### src/rtl/fxp_i2s_tx.sv
// Mono I2S transmitter: buffers fixed-point samples in a small FIFO and sends each one to both
// slots. Build option I2S_TX_HOLD_ON_UNDERRUN_EN repeats the last word on underrun (else silence).
module fxp_i2s_tx #(
   parameter int unsigned fxp_size   = 16,
   parameter int unsigned dac_bits   = 24,
   parameter int unsigned sclk_div   = 4,
   parameter int unsigned fifo_depth = 4
) (
   input  logic                clk,
   input  logic                rst,
   input  logic                valid,
   input  logic [fxp_size-1:0] i_sample,
   output logic                o_ready,
   output logic                o_sclk,
   output logic                o_lrclk,
   output logic                o_sdata,
   output logic                o_underrun,
   output logic                o_overflow
);

   localparam int unsigned AddrW = $clog2(fifo_depth);
   localparam int unsigned CntW  = AddrW + 1;
   localparam int unsigned DivW  = $clog2(sclk_div);
   localparam int unsigned BitW  = $clog2(2 * dac_bits);
   localparam int unsigned SelW  = $clog2(dac_bits);

   logic [fxp_size-1:0] mem_q [fifo_depth];
   logic [AddrW-1:0]    wr_ptr_q, wr_ptr_d, rd_ptr_q, rd_ptr_d;
   logic [CntW-1:0]     count_q, count_d;
   logic                ready_q, ready_d;
   logic [DivW-1:0]     div_q, div_d;
   logic                sclk_q, sclk_d;
   logic [BitW-1:0]     bit_q, bit_d;
   logic                lrclk_q, lrclk_d;
   logic                sdata_q, sdata_d;
   logic [dac_bits-1:0] word_q, word_d;
   logic                underrun_q, underrun_d;
   logic                overflow_q, overflow_d;

   logic                push, pop, div_wrap, fall, frame_end;
   logic [BitW-1:0]     sel;
   logic [dac_bits-1:0] head_word;

   always_comb begin
      push      = valid && ready_q;
      div_wrap  = (div_q == DivW'(sclk_div - 1));
      fall      = div_wrap && sclk_q;
      frame_end = fall && (bit_q == BitW'(2 * dac_bits - 1));
      pop       = frame_end && (count_q != '0);

      head_word = '0;
      head_word[dac_bits-1 -: fxp_size] = mem_q[rd_ptr_q];

      // Both slots walk the same word MSB first; bit_q is the pre-advance count.
      if (bit_q < BitW'(dac_bits)) begin
         sel = BitW'(dac_bits - 1) - bit_q;
      end else begin
         sel = BitW'(2 * dac_bits - 1) - bit_q;
      end

      div_d      = div_wrap ? '0 : div_q + DivW'(1);
      sclk_d     = div_wrap ? ~sclk_q : sclk_q;
      bit_d      = bit_q;
      lrclk_d    = lrclk_q;
      sdata_d    = sdata_q;
      word_d     = word_q;
      underrun_d = frame_end && (count_q == '0);
      overflow_d = valid && !ready_q;

      if (fall) begin
         bit_d   = frame_end ? '0 : bit_q + BitW'(1);
         lrclk_d = (bit_q >= BitW'(dac_bits - 1)) && (bit_q <= BitW'(2 * dac_bits - 2));
         sdata_d = word_q[SelW'(sel)];
      end

      if (frame_end) begin
         if (pop) begin
            word_d = head_word;
         end else begin
`ifdef I2S_TX_HOLD_ON_UNDERRUN_EN
            word_d = word_q;
`else
            word_d = '0;
`endif
         end
      end

      wr_ptr_d = push ? wr_ptr_q + AddrW'(1) : wr_ptr_q;
      rd_ptr_d = pop ? rd_ptr_q + AddrW'(1) : rd_ptr_q;
      count_d  = count_q;
      if (push && !pop) begin
         count_d = count_q + CntW'(1);
      end else if (pop && !push) begin
         count_d = count_q - CntW'(1);
      end
      ready_d = (count_d != CntW'(fifo_depth));
   end

   always_ff @(posedge clk) begin
      if (rst) begin
         wr_ptr_q   <= '0;
         rd_ptr_q   <= '0;
         count_q    <= '0;
         ready_q    <= 1'b1;
         div_q      <= '0;
         sclk_q     <= 1'b0;
         bit_q      <= '0;
         lrclk_q    <= 1'b0;
         sdata_q    <= 1'b0;
         word_q     <= '0;
         underrun_q <= 1'b0;
         overflow_q <= 1'b0;
      end else begin
         wr_ptr_q   <= wr_ptr_d;
         rd_ptr_q   <= rd_ptr_d;
         count_q    <= count_d;
         ready_q    <= ready_d;
         div_q      <= div_d;
         sclk_q     <= sclk_d;
         bit_q      <= bit_d;
         lrclk_q    <= lrclk_d;
         sdata_q    <= sdata_d;
         word_q     <= word_d;
         underrun_q <= underrun_d;
         overflow_q <= overflow_d;
      end
   end

   // Storage needs no reset: pointers and count define what is valid.
   always_ff @(posedge clk) begin
      if (push) begin
         mem_q[wr_ptr_q] <= i_sample;
      end
   end

   assign o_ready    = ready_q;
   assign o_sclk     = sclk_q;
   assign o_lrclk    = lrclk_q;
   assign o_sdata    = sdata_q;
   assign o_underrun = underrun_q;
   assign o_overflow = overflow_q;

endmodule

### config.mk
export PLATFORM = sky130hd
export DESIGN_NAME = fxp_i2s_tx
export DESIGN_NICKNAME = d
export VERILOG_FILES = /design/src/rtl/fxp_i2s_tx.sv
export SDC_FILE = /design/constraint.sdc
export NUM_CORES = 1
export LEC_CHECK = 0
export ABC_CLOCK_PERIOD_IN_PS = 2250
export CAP_MARGIN = 30
export CELL_PAD_IN_SITES_DETAIL_PLACEMENT = 1
export CELL_PAD_IN_SITES_GLOBAL_PLACEMENT = 2
export CORE_AREA = 2 2 107 109
export CTS_CLUSTER_DIAMETER = 30
export DETAILED_ROUTE_END_ITERATION = 8
export DIE_AREA = 0 0 109 111
export GPL_TIMING_DRIVEN = 0
export PLACE_DENSITY = 0.7
export SKIP_CTS_REPAIR_TIMING = 1
export SLEW_MARGIN = 20
export SYNTH_ARGS = -nofsm -noshare
export SYNTH_HDL_FRONTEND = slang
export SYNTH_SLANG_ARGS = --single-unit
### constraint.sdc
create_clock -name clk -period 2.25 [get_ports clk]
set_clock_uncertainty 0.1 [all_clocks]
set_input_delay 0.3375 -clock clk [delete_from_list [all_inputs] [get_ports clk]]
set_output_delay 0.3375 -clock clk [all_outputs]
set_load 0.1 [all_outputs]
==> out/qor.log <==
[status] run status completed
[cts] deepest level of the CTS H-tree 3
[critical_path] arrival time at the worst endpoint 1770 ps
[critical_path] number of buffer and inverter instances along the worst setup path 1
[critical_path] slowest library cell on the worst path sky130_fd_sc_hd__clkdlybuf4s50_1
[synthesis] average cell area after synthesis 15.39 um2
[synthesis] share of synthesized area occupied by flip-flops and latches 65.77%
[cts] worst-skew pair later-pin latency 340 ps
[power] leakage power 1.751 nW
[detailed_routing] DR pass1 iterations 4
[sta] setup repair after global routing missed its margin false
[detailed_routing] mean routed wirelength per cell 17.70 um
[detailed_routing] DRC violation count after routing 0
[floorplan] starting density of the core 37.09%
[sta] final period demand of the worst path 2211 ps
[floorplan] Core Footprint 0.01108 mm2
[layout] ratio of cells with drive above 1 in the final layout 18.83%
[synthesis] most frequent cell after synthesis sky130_fd_sc_hd__edfxtp_1
[critical_path] Crit path max-delay family buffers and inverters
[power] worst vdd ir 0.4620 mV
[layout] Final Instance Count excl. Fillers 451
[sta] max-slew violations 0
[synthesis] net count after synthesis 297
[cts] TritonCTS clock tree done
[layout] multi-input combinational cell area 0.001344 mm2
[floorplan] die boundary height 111 um
[floorplan] area enclosed by the die boundary 0.01210 mm2
[synthesis] count of flip-flops with a built-in enable after synthesis 64
[synthesis] gate count after technology mapping 267
[synthesis] Async SR Flop Fraction 0%
[synthesis] netlist area before placement 0.004109 mm2
[synthesis] largest cells by area after synthesis sky130_fd_sc_hd__edfxtp_1 (47%), sky130_fd_sc_hd__dfxtp_1 (19%), sky130_fd_sc_hd__mux4_2 (9.3%)
[layout] Core Util, Final 44.32%
[grt] maximum number of pins on one net before global-route repair 19
[critical_path] critical path class flop to primary output
[flow_run] Max Cap Violations 0
[critical_path] Worst setup EP type primary output
[layout] sequential cell area 0.002708 mm2
[synthesis] area share of the largest cell type after synthesis 46.77%
[critical_path] critical-path maximum fanout 1
[grt] via count of the first global-routing pass 2392
[detailed_routing] number of violations reported at the end of detailed-routing iteration 0 116
[hold_path] Tightest Hold Check Type input port to flop
[synthesis] number of unique standard cell types used by synthesis 45
[sta] Final Setup Violations 0
[cts] CTS Buffer Depth 2
[place] placer congestion estimate 0.6694
[critical_path] reg-to-reg slack, setup 90 ps
[layout] number of antenna repair diodes 0
[place] Buffers on Ports 23
[synthesis] number of warnings reported in the yosys synthesis log 0
[place] count of placed standard cells including taps 433
[layout] number of fill cells in the layout 1092
[sta] Fmax achieved 452.3 MHz
[sta] headroom to the max-slew limit 34.94%
[critical_path] Critical Path Max Stage Delay 1120 ps
[synthesis] commonest cells in the synthesized netlist sky130_fd_sc_hd__edfxtp_1 (64), sky130_fd_sc_hd__dfxtp_1 (39), sky130_fd_sc_hd__nor2_1 (19), sky130_fd_sc_hd__mux4_2 (17), sky130_fd_sc_hd__a22o_1 (14)
[detailed_routing] post-route ant nets 0
[grt] antenna violations before repair 0
[layout] Area Overhead vs Synth 19.49%
[detailed_routing] overall routed net length 7.981 mm
[floorplan] Chip Width 109 um
[grt] residual overflow from global routing 0
[critical_path] type of origin of the critical path flop
[synthesis] Main synth FF type sky130_fd_sc_hd__edfxtp_1
[sta] Fin Setup TNS 0 ps
[critical_path] required time of the critical path 1810 ps
[place] DP Wirelength 5.356 mm
[sta] worst slew pin tran 974.2 ps
[cts] CTS Sinks 103
[cts] clock transition at the registers of the reported paths 80 ps
[synthesis] largest area contributor in the netlist sky130_fd_sc_hd__edfxtp_1
[cts] cell at the root of the clock tree sky130_fd_sc_hd__clkbuf_16
[sta] share of the cycle needed by the critical path after routing 98.27%
[synthesis] Seq cells post-synth 103
[floorplan] number of I/O pins 25
[detailed_routing] via total after detailed routing 2280
[layout] net total in the final layout 333
[grt] wire length of the first global-routing pass 13.07 mm
[critical_path] cell chain of the critical path clkdlybuf4s50_1
[cts] number of buffers created by CTS 9
[grt] global router's overall resource usage 14.54%
[power] Pwr per Cell Area 824.9 mW/mm2
[detailed_routing] per-cell via count in the routed design 5.055
[sta] worst hold slack after final layout 263.4 ps
[floorplan] standard-cell rows 39
[sta] Hold Violations, Final 0
-- cells by family (layout without fill, tap and decap cells) --
logic type                 after synthesis  count (layout)  share of synthesized area (%)
DFF                                    103             103                          65.77
buffers and inverters                   22              63                          2.162
adders and majority gates               12              12                          3.624
xor gates and xnor gates                10              10                          2.131
AOI/OAI and AO/OA                       33              33                          6.182
and+or+nand+nor                         63              63                          9.075
muxes                                   24              24                          11.05
-- power by group --
| group | internal, mW | switching, mW |
|---|---|---|
| Sequential | 2.08 | 0.0243 |
| Combinational | 0.100 | 0.128 |
| Clock | 0.992 | 0.729 |
| Total | 3.17 | 0.882 |
-- area by class of cell --
class | count | area share [%]
multi-input cells | 142 | 27.37
plain buffers | 14 | 1.198
repair buffers | 26 | 5.403
flip-flops and latches | 103 | 55.15
clock inverters | 7 | 2.115
clock buffers | 9 | 4.587
well taps | 143 | 3.644
inverters | 7 | 0.5352
-- final timing paths --
check,endpoint,startpoint,depth (start not counted)
min reg2reg,div_q[0],div_q[0],1
max reg2reg,o_ready,count_q[1],7
min,count_q[1],rst,2
max,o_underrun,o_underrun,1
-- state kept, by name, indices dropped and copies added, names as in the netlist, named ones only --
signal      cells
mem_q          64
word_q         16
bit_q           6
count_q         3
div_q           2
rd_ptr_q        2
wr_ptr_q        2
o_lrclk         1
o_overflow      1
o_ready         1
o_sclk          1
o_sdata         1
o_underrun      1
-- layer usage --
metal / routed length, um / GRT usage [%] / part of all wire [%]
met1: 3849 / 20.15 / 48
met5: 0 / 0 / 0
met3: 211 / 3.175 / 2.6
met2: 3783 / 22.24 / 47
met4: 137 / 5.641 / 1.7
-- placed cells by master (no fill, tap or decap), drive strengths merged, types with 5 or more instances in the layout --
cell | Yosys | final
a21oi | 5 | 5
a22o | 14 | 14
buf | 5 | 8
clkbuf | 10 | 18
clkdlybuf4s50 | 0 | 18
dfxtp | 39 | 39
dlymetal6s2s | 0 | 5
edfxtp | 64 | 64
ha | 11 | 11
inv | 7 | 10
mux2i | 6 | 6
mux4 | 17 | 17
nand2 | 9 | 9
nor2 | 20 | 20
nor3 | 8 | 8
xnor2 | 6 | 6
-- metrics by stage --
step / worst slack (ps) / power, mW / area [um2]
2_1_floorplan: 68.24 / 2.265 / 4111
3_3_place_gp: -241.8 / 2.352 / 4521
3_5_place_dp: -222.9 / 2.364 / 4521
4_1_cts: -113.2 / 4.084 / 4850
5_1_grt: 2.850 / 4.174 / 4910
6_report: 38.90 / 4.050 / 4910
Note: power is estimated with default switching activity, not from simulation.
